==> config.mk <==
export PLATFORM = sky130hd
export DESIGN_NAME = rv32i_regfile_sb
export DESIGN_NICKNAME = d
export VERILOG_FILES = /design/src/rtl/rv32i_pkg.sv /design/src/rtl/rv32i_sb_counter.sv /design/src/rtl/rv32i_regfile_sb.sv
export SDC_FILE = /design/constraint.sdc
export NUM_CORES = 2
export LEC_CHECK = 0
export CAP_MARGIN = 20
export CORE_MARGIN = 4
export CORE_UTILIZATION = 30
export CTS_CLUSTER_SIZE = 40
export DETAILED_ROUTE_END_ITERATION = 6
export DONT_BUFFER_PORTS = 1
export PLACE_DENSITY = 0.45
export SLEW_MARGIN = 25
export SYNTH_ARGS = -nofsm -noshare
export SYNTH_HDL_FRONTEND = slang
export SYNTH_SLANG_ARGS = --single-unit
==> constraint.sdc <==
create_clock -name clk -period 47.4 [get_ports clk]
set_input_delay 4.74 -clock clk [delete_from_list [all_inputs] [get_ports clk]]
set_output_delay 4.74 -clock clk [all_outputs]
set_load 0.01 [all_outputs]
==> src/rtl/rv32i_pkg.sv <==
// rtl/rv32i_pkg.sv - shared widths and constants for the RV32I register file and scoreboard
package rv32i_pkg;

  localparam int XLEN       = 32;
  localparam int REG_ADDR_W = 5;
  localparam int NREG       = 32;
  localparam int CNT_W      = 3;

  localparam logic [REG_ADDR_W-1:0] REG_ZERO = 5'd0;

endpackage

==> src/rtl/rv32i_sb_counter.sv <==
// rtl/rv32i_sb_counter.sv - saturating up/down pending-write counter for one register
module rv32i_sb_counter
  import rv32i_pkg::*;
#(
  parameter int CNT_W = rv32i_pkg::CNT_W
) (
  input  logic             clk,
  input  logic             reset,
  input  logic             inc,
  input  logic             dec,
  input  logic             clr,
  output logic [CNT_W-1:0] count,
  output logic             nonzero
);

  localparam logic [CNT_W-1:0] CNT_MAX = '1;

  // inc and dec together cancel; the ends of the range hold instead of wrapping
  always_ff @(posedge clk or posedge reset) begin
    if (reset) begin
      count <= '0;
    end else if (clr) begin
      count <= '0;
    end else if (inc && !dec) begin
      if (count != CNT_MAX) count <= count + CNT_W'(1);
    end else if (dec && !inc) begin
      if (count != '0) count <= count - CNT_W'(1);
    end
  end

  assign nonzero = (count != '0);

endmodule

==> src/rtl/rv32i_regfile_sb.sv <==
// rtl/rv32i_regfile_sb.sv - RV32I register file with write bypass and pending-write scoreboard
module rv32i_regfile_sb
  import rv32i_pkg::*;
#(
  parameter int XLEN  = rv32i_pkg::XLEN,
  parameter int NREG  = rv32i_pkg::NREG,
  parameter int CNT_W = rv32i_pkg::CNT_W
) (
  input  logic                  clk,
  input  logic                  reset,
  input  logic                  wb_en_in,
  input  logic [REG_ADDR_W-1:0] wb_reg_in,
  input  logic [XLEN-1:0]       wb_data_in,
  input  logic [REG_ADDR_W-1:0] rs1_reg,
  input  logic [REG_ADDR_W-1:0] rs2_reg,
  input  logic                  rs1_used,
  input  logic                  rs2_used,
  input  logic                  issue_valid,
  input  logic                  issue_wb_en,
  input  logic [REG_ADDR_W-1:0] issue_rd,
  input  logic                  flush,
  output logic [XLEN-1:0]       rs1_data,
  output logic [XLEN-1:0]       rs2_data,
  output logic                  stall,
  output logic [NREG-1:0]       pending_mask
);

  localparam logic [CNT_W-1:0] CNT_MAX = '1;
  localparam logic [CNT_W-1:0] CNT_ONE = CNT_W'(1);

  logic [XLEN-1:0]  regs [NREG];
  logic [CNT_W-1:0] cnt  [NREG];

  logic wb_hit_rs1, wb_hit_rs2;
  logic src_block1, src_block2, dst_full;
  logic issue_acc;

  // x0 is reset like the rest but never written afterwards
  always_ff @(posedge clk or posedge reset) begin
    if (reset) begin
      for (int i = 0; i < NREG; i++) regs[i] <= '0;
    end else if (wb_en_in && wb_reg_in != REG_ZERO) begin
      regs[wb_reg_in] <= wb_data_in;
    end
  end

  assign wb_hit_rs1 = wb_en_in && (wb_reg_in == rs1_reg) && (rs1_reg != REG_ZERO);
  assign wb_hit_rs2 = wb_en_in && (wb_reg_in == rs2_reg) && (rs2_reg != REG_ZERO);

  always_comb begin
    rs1_data = regs[rs1_reg];
    if (rs1_reg == REG_ZERO) rs1_data = '0;
    else if (wb_hit_rs1)     rs1_data = wb_data_in;
  end

  always_comb begin
    rs2_data = regs[rs2_reg];
    if (rs2_reg == REG_ZERO) rs2_data = '0;
    else if (wb_hit_rs2)     rs2_data = wb_data_in;
  end

  // a landing write that is the only one outstanding is forwarded, so it does not block
  assign src_block1 = rs1_used && (rs1_reg != REG_ZERO) && (cnt[rs1_reg] != '0)
                      && !(wb_hit_rs1 && cnt[rs1_reg] == CNT_ONE);
  assign src_block2 = rs2_used && (rs2_reg != REG_ZERO) && (cnt[rs2_reg] != '0)
                      && !(wb_hit_rs2 && cnt[rs2_reg] == CNT_ONE);
  assign dst_full   = issue_valid && issue_wb_en && (issue_rd != REG_ZERO)
                      && (cnt[issue_rd] == CNT_MAX);

  assign stall     = issue_valid && !flush && (src_block1 || src_block2 || dst_full);
  assign issue_acc = issue_valid && issue_wb_en && (issue_rd != REG_ZERO) && !stall && !flush;

  assign cnt[0]          = '0;
  assign pending_mask[0] = 1'b0;

  for (genvar r = 1; r < NREG; r++) begin : g_cnt
    logic inc_r, dec_r;

    assign inc_r = issue_acc && (issue_rd == REG_ADDR_W'(r));
    assign dec_r = wb_en_in && (wb_reg_in == REG_ADDR_W'(r));

    rv32i_sb_counter #(
      .CNT_W (CNT_W)
    ) u_cnt (
      .clk     (clk),
      .reset   (reset),
      .inc     (inc_r),
      .dec     (dec_r),
      .clr     (flush),
      .count   (cnt[r]),
      .nonzero (pending_mask[r])
    );
  end

endmodule

==> results.py <==
metrics = {
    "status": {
        "status": "finished, violations left",
        "violations": "slew limit",
    },
    "power": {
        "power.density_nw_per_um2": 39.8,
        "ir_worst_vdd_mv": 0.0254,
        "cellLeakagePower_nw": 32.0,
    },
    "sta": {
        "layout_worst_path_cycle_share_pct": 28.6,
        "setup-tns-final_ns": 0,
        "setup_viol": 0,
        "slew_viol_final": 84,
        "slew_headroom_pct": -6.59,
        "worst_pin_slew_ns": 1.60,
        "clock_skew_ns": 0.0161,
        "hold_viol_final": 0,
        "max_clock_freq_ghz": 0.0738,
        "fin_crit_ns": 13.55,
        "rsz0062_at_grt": "false",
    },
    "min_path": {
        "holdPathStages": 0,
        "hold_class": "register to register",
        "hp-start": "regs[1010]$_DFFE_PP0P_",
        "worstHoldEndpoint": "regs[1010]$_DFFE_PP0P_",
    },
    "floorplanning": {
        "start_util_pct": 30.2,
        "core_sq_um": 215000,
        "rows": 170,
        "pin_count": 157,
        "dieArea_sq_um": 224000,
        "die_h_um": 473,
        "die_w_um": 473,
    },
    "route": {
        "drtIter0Drc": 5228,
        "vias": 48000,
        "drt_wl_total_um": 251000,
        "ant_nets": 0,
        "drcViolationCount": 0,
        "routedWlPerCell_um": 29.2,
        "vias_per_cell": 5.60,
        "drt_pass1_iterations": 7,
    },
    "logic_synthesis": {
        "synth_area_leaders": "dfrtp_1 43%, mux4_2 23%, nand2_1 12%",
        "synth_area_sq_um": 64900,
        "synth_warnings": 0,
        "ys_seq_area_share_pct": 43.1,
        "synth_seq_cells": 1117,
        "synthCells": 5973,
        "synth_area_per_cell_sq_um": 10.9,
        "synth_nets": 6064,
        "ys_types": 97,
        "yosysTopAreaCell": "dfrtp_1",
        "yosys_most_used_dff": "dfrtp_1",
        "synth_edf_count": 0,
        "async_flop_share_pct": 100,
        "synth_top_cell_area_share_pct": 43.1,
    },
    "cells_and_area": {
        "fin_cells": 8574,
        "layout_common_cells": "2133 x nand2_1, 1117 x dfrtp_1, 672 x mux4_2, 338 x mux2_2, 207 x nor2_1",
        "drive_gt1_share_pct": 25.1,
        "layout.nets": 5717,
        "num-fill-cells": 21400,
        "final_common_cell": "nand2_1",
        "area_growth_pct": 10.9,
        "final_area_sq_um": 72000,
    },
    "critical_path": {
        "crit_path_top_delay_cell": "buf_4",
        "critPathMaxFanout": 282,
        "critPathKind": "input port to output pin",
        "max_stage_delay_ns": 0.71,
        "required_ns": 42.66,
        "ff2ff_setup_slack_ns": 42.38,
        "crit_family": "simple AND/OR/NAND/NOR gates",
        "reg2reg_depth": 12,
        "timing.rr.end": "g_cnt[4].u_cnt.count[1]$_DFFE_PP0P_",
        "cp-start-kind": "input port",
        "arrival_ns": 8.81,
        "crit_chain": "nor2_4, buf_4, or4_4, a22o_1, o41a_1, nand2_4, nand2_1, and3_1",
        "critPathLaunch": "rs1_reg[0]",
        "cp_num_buf_inv": 1,
        "endpoint_kind": "output pin",
        "r2r_start": "g_cnt[25].u_cnt.count[1]$_DFFE_PP0P_",
    },
    "clock_tree": {
        "cts_made_buffers": 138,
        "hold_buffers": 0,
        "cts.path.max_buffers": 3,
        "cts_resized": 0,
        "clock_sinks": 1117,
        "postCtsSetupBuffers": 0,
        "htreeDepth": 4,
        "clk_pin_slew_ns": 0.05,
        "insertion_delay_ns": 0.79,
        "cts_root_buf": "clkbuf_16",
        "cts_tree": "done",
    },
    "global_route": {
        "grt_overflow": 0,
        "antenna_found_initial": 6,
        "grt_pass1_wl_um": 363000,
        "grt_pass1_vias": 48300,
        "grt_max_degree": 283,
        "track_usage_pct": 22.2,
    },
    "place": {
        "place_area_sq_um": 67000,
        "place_hpwl_um": 134000,
        "dp_cells": 8321,
        "place.gp.congestion": 0.862,
        "io_buffers": 0,
    },
    "flow_run": {
        "cap_violations": 0,
    },
}
==> power breakdown <==
group | leakage, nW | internal (mW) | total [mW] | switching [mW]
clock | 2.38 | 0.691 | 1.14 | 0.451
combinational | 15.0 | 0.288 | 0.494 | 0.206
sequential | 14.6 | 1.11 | 1.23 | 0.115
==> cell type report <==
| class | instances | area, sq um | area share, % |
|---|---|---|---|
| multi-input cells | 4191 | 34500 | 48.0 |
| diodes | 5 | 12.5 | 0.0174 |
| well taps | 2838 | 3550 | 4.93 |
| inverters | 90 | 354 | 0.492 |
| clock inverters | 47 | 782 | 1.09 |
| clock buffers | 198 | 4060 | 5.64 |
| repair buffers | 88 | 744 | 1.03 |
| flip-flops and latches | 1117 | 28000 | 38.8 |
==> how the worst max path moves through the flow <==
stage                                                      end  slack, ns  depth (start not counted)
final                                                    stall      33.85                          8
after global routing                                     stall      34.07                          9
after global placement                                   stall      34.22                          9
after CTS                                                stall      34.04                          9
after floorplan           g_cnt[10].u_cnt.count[0]$_DFFE_PP0P_      11.21                          1
after detailed placement                                 stall      34.07                          9
==> synth_stat cells (all sizes together), types with 6 or more instances <==
cell	number
o22ai	6
o21a	6
and3	14
mux2	348
nand2	2157
a31oi	20
o21ai	31
or2	20
a22oi	6
nand4	26
a211oi	88
and2	9
clkbuf	435
nand2b	16
nand3	58
fa	31
buf	140
and4	6
a211o	8
o2bb2ai	6
o211ai	16
nor2b	19
nand3b	13
or4b	6
mux2i	80
a21o	10
o31ai	7
nor3b	8
or4	15
dfrtp	1117
inv	90
nor2	237
nand4b	7
xnor2	11
or3	20
o31a	6
nor3	48
nor4	25
a221oi	6
o211a	6
mux4	672
o32a	7
a21oi	51
o2111ai	6
==> registers in the layout, summed over array words and instances, names as in the netlist <==
register           count
g_cnt.u_cnt.count     93
regs                1024
==> metrics by stage <==
| stage | util [%] | hold slack, ns | power (mW) | worst slack (ns) |
|---|---|---|---|---|
| after floorplan | - | 0.441 | 1.64 | 11.21 |
| after global placement | 31.2 | 0.376 | 1.72 | 34.22 |
| after detailed placement | 31.2 | 0.382 | 1.74 | 34.07 |
| after CTS | 33.5 | 0.396 | 2.89 | 34.04 |
| after global routing | 33.5 | 0.405 | 2.99 | 34.07 |
| final | 33.5 | 0.390 | 2.86 | 33.85 |
==> kinds of logic after synthesis <==
kind of cell	Yosys count	synth area share, %
xor gates and xnor gates	16	0.216
adders and majority gates	31	0.956
muxes	1100	30.6
buffers and inverters	665	4.21
AOI/OAI and AO/OA	330	3.87
DFF	1117	43.1
and+or+nand+nor	2713	17.1
other	1	0.00578
==> layer usage <==
layer	wire length (um)	track usage (%)	part of all wire, %
met1	107000	30.6	43
met3	16500	3.58	6.6
met4	8960	7.50	3.6
met2	118000	35.8	47
met5	0	0	0
Power figures use the tool's default switching activity.
==> variant, RTL diff (same settings) <==
Set the package constant `REG_ZERO` to 5'd1 (it was 5'd0).
--- a/src/rtl/rv32i_pkg.sv
+++ b/src/rtl/rv32i_pkg.sv
@@ -8,3 +8,3 @@
 
-  localparam logic [REG_ADDR_W-1:0] REG_ZERO = 5'd0;
+  localparam logic [REG_ADDR_W-1:0] REG_ZERO = 5'd1;
 
Check against the original RTL: not settled (the Yosys comparison gave no result); the edit may change what the design does.
==> variant against the original RTL <==
- the run still ends with max-slew violations left
- design area fell by 2.1%
- power decreased by 3.3%
- worst setup slack got worse by 0.37 ns
- routed wire length is 9.5% lower
- non-clock buffer count decreased by 11
- area after synthesis fell by 1.4%
- clock power decreased by 9.6%
- sequential cell count is the same
==> variant: results <==
[placement]
place_inst = 7463
dp_hpwl_mm = 121
gp_congestion = 0.820

[critical_path]
crit_arrival_ns = 9.17
ff2ff_path_depth = 11
timing.rr.end = g_cnt[31].u_cnt.count[2]
r2r-start = g_cnt[18].u_cnt.count[2]
r2r_slack_ns = 42.93

[layout]
multiInputGateArea_mm2 = 0.0337
fill_cells = 20815
nets = 4869
nonClkBufAreaFrac = 0.00980
inverters = 84
multi_input_cells = 3367
drive_above_1_share = 0.352
nClkBuffers = 193
n_antenna_cell = 4
clkCellAreaFrac = 0.0604

[global_route]
antenna_found_initial = 3
grt_max_degree = 280
use_met1 = 0.289
first_global_vias = 44079
grt_pass1_wl_mm = 330
track_usage = 0.204

[hold_path]
hp-start = regs[991]
whs_endpoint = regs[991]

[timing]
slew_viol_final = 191
relSlewSlack = -0.617
skew_ns = 0.0212

[yosys]
netlist_top_cells_area = dfrtp_1, mux4_2, mux2_2
synth_cell_types = 73
seq_area_frac_synth = 0.437
synth_common_cells = dfrtp_1, nand2_1, mux2_2

[clock_tree]
cts_max_path_buffers = 3
cts_inserted_buffers = 131
clk_pin_slew_ns = 0.06

[run_status]
violations = max-slew violations
status = finished, violations left

[routing]
drt-met1-wl_mm = 101
maxUsedRoutingLayer = met5
wl_met2_mm = 105
routedWlPerCell_um = 29.5
via_per_inst = 5.61

[power_and_ir_drop]
leakagePower_uw = 0.0300
==> variant: worst max-delay path by stage <==
stage	start	endpoint	cells past startpoint
6_report	rs1_reg[2]	stall	9
4_1_cts	rs1_reg[0]	stall	9
5_1_grt	rs1_reg[2]	stall	9
3_3_place_gp	rs1_reg[0]	stall	9
2_1_floorplan	reset	g_cnt[10].u_cnt.count[0]	1
3_5_place_dp	rs1_reg[0]	stall	9
==> variant: critical path, cell delays in order <==
cell	delay, ns
or3b_2	0.51
nor3_4	0.13
buf_4	0.64
nand4b_1	0.72
buf_4	0.84
o211a_1	0.33
a2bb2oi_1	0.53
nor2_1	0.31
a21oi_1	0.36
==> variant: where the power goes <==
part	switching (uW)	leakage, uW	internal [uW]
clock network	430	0.00211	599
logic	195	0.0134	315
registers	113	0.0145	1120
==> variant: cell families (layout without fill, tap and decap cells) <==
kind of cell,after synthesis,in the layout,synth area share
AND/OR/NAND/NOR,1518,1518,0.0993
multiplexers,1453,1453,0.373
flip-flops,1117,1117,0.437
buffers and inverters,612,392,0.0398
AO/OA/AOI/OAI,341,341,0.0381
adder cells (fa/ha/maj),31,31,0.00970
XOR/XNOR,22,22,0.00301
other,1,6,0.0000586
==> variant: metrics by stage <==
stage | setup WS [ns] | hold WS, ns | instance area [um2] | total power, uW
finish | 33.49 | 0.392 | 70500 | 2770
global placement | 33.49 | 0.376 | 66100 | 1730
global route | 33.19 | 0.405 | 70500 | 2900
CTS | 33.41 | 0.396 | 70400 | 2790
floorplan | 11.21 | 0.441 | 64000 | 1650
detailed placement | 33.43 | 0.383 | 66100 | 1750
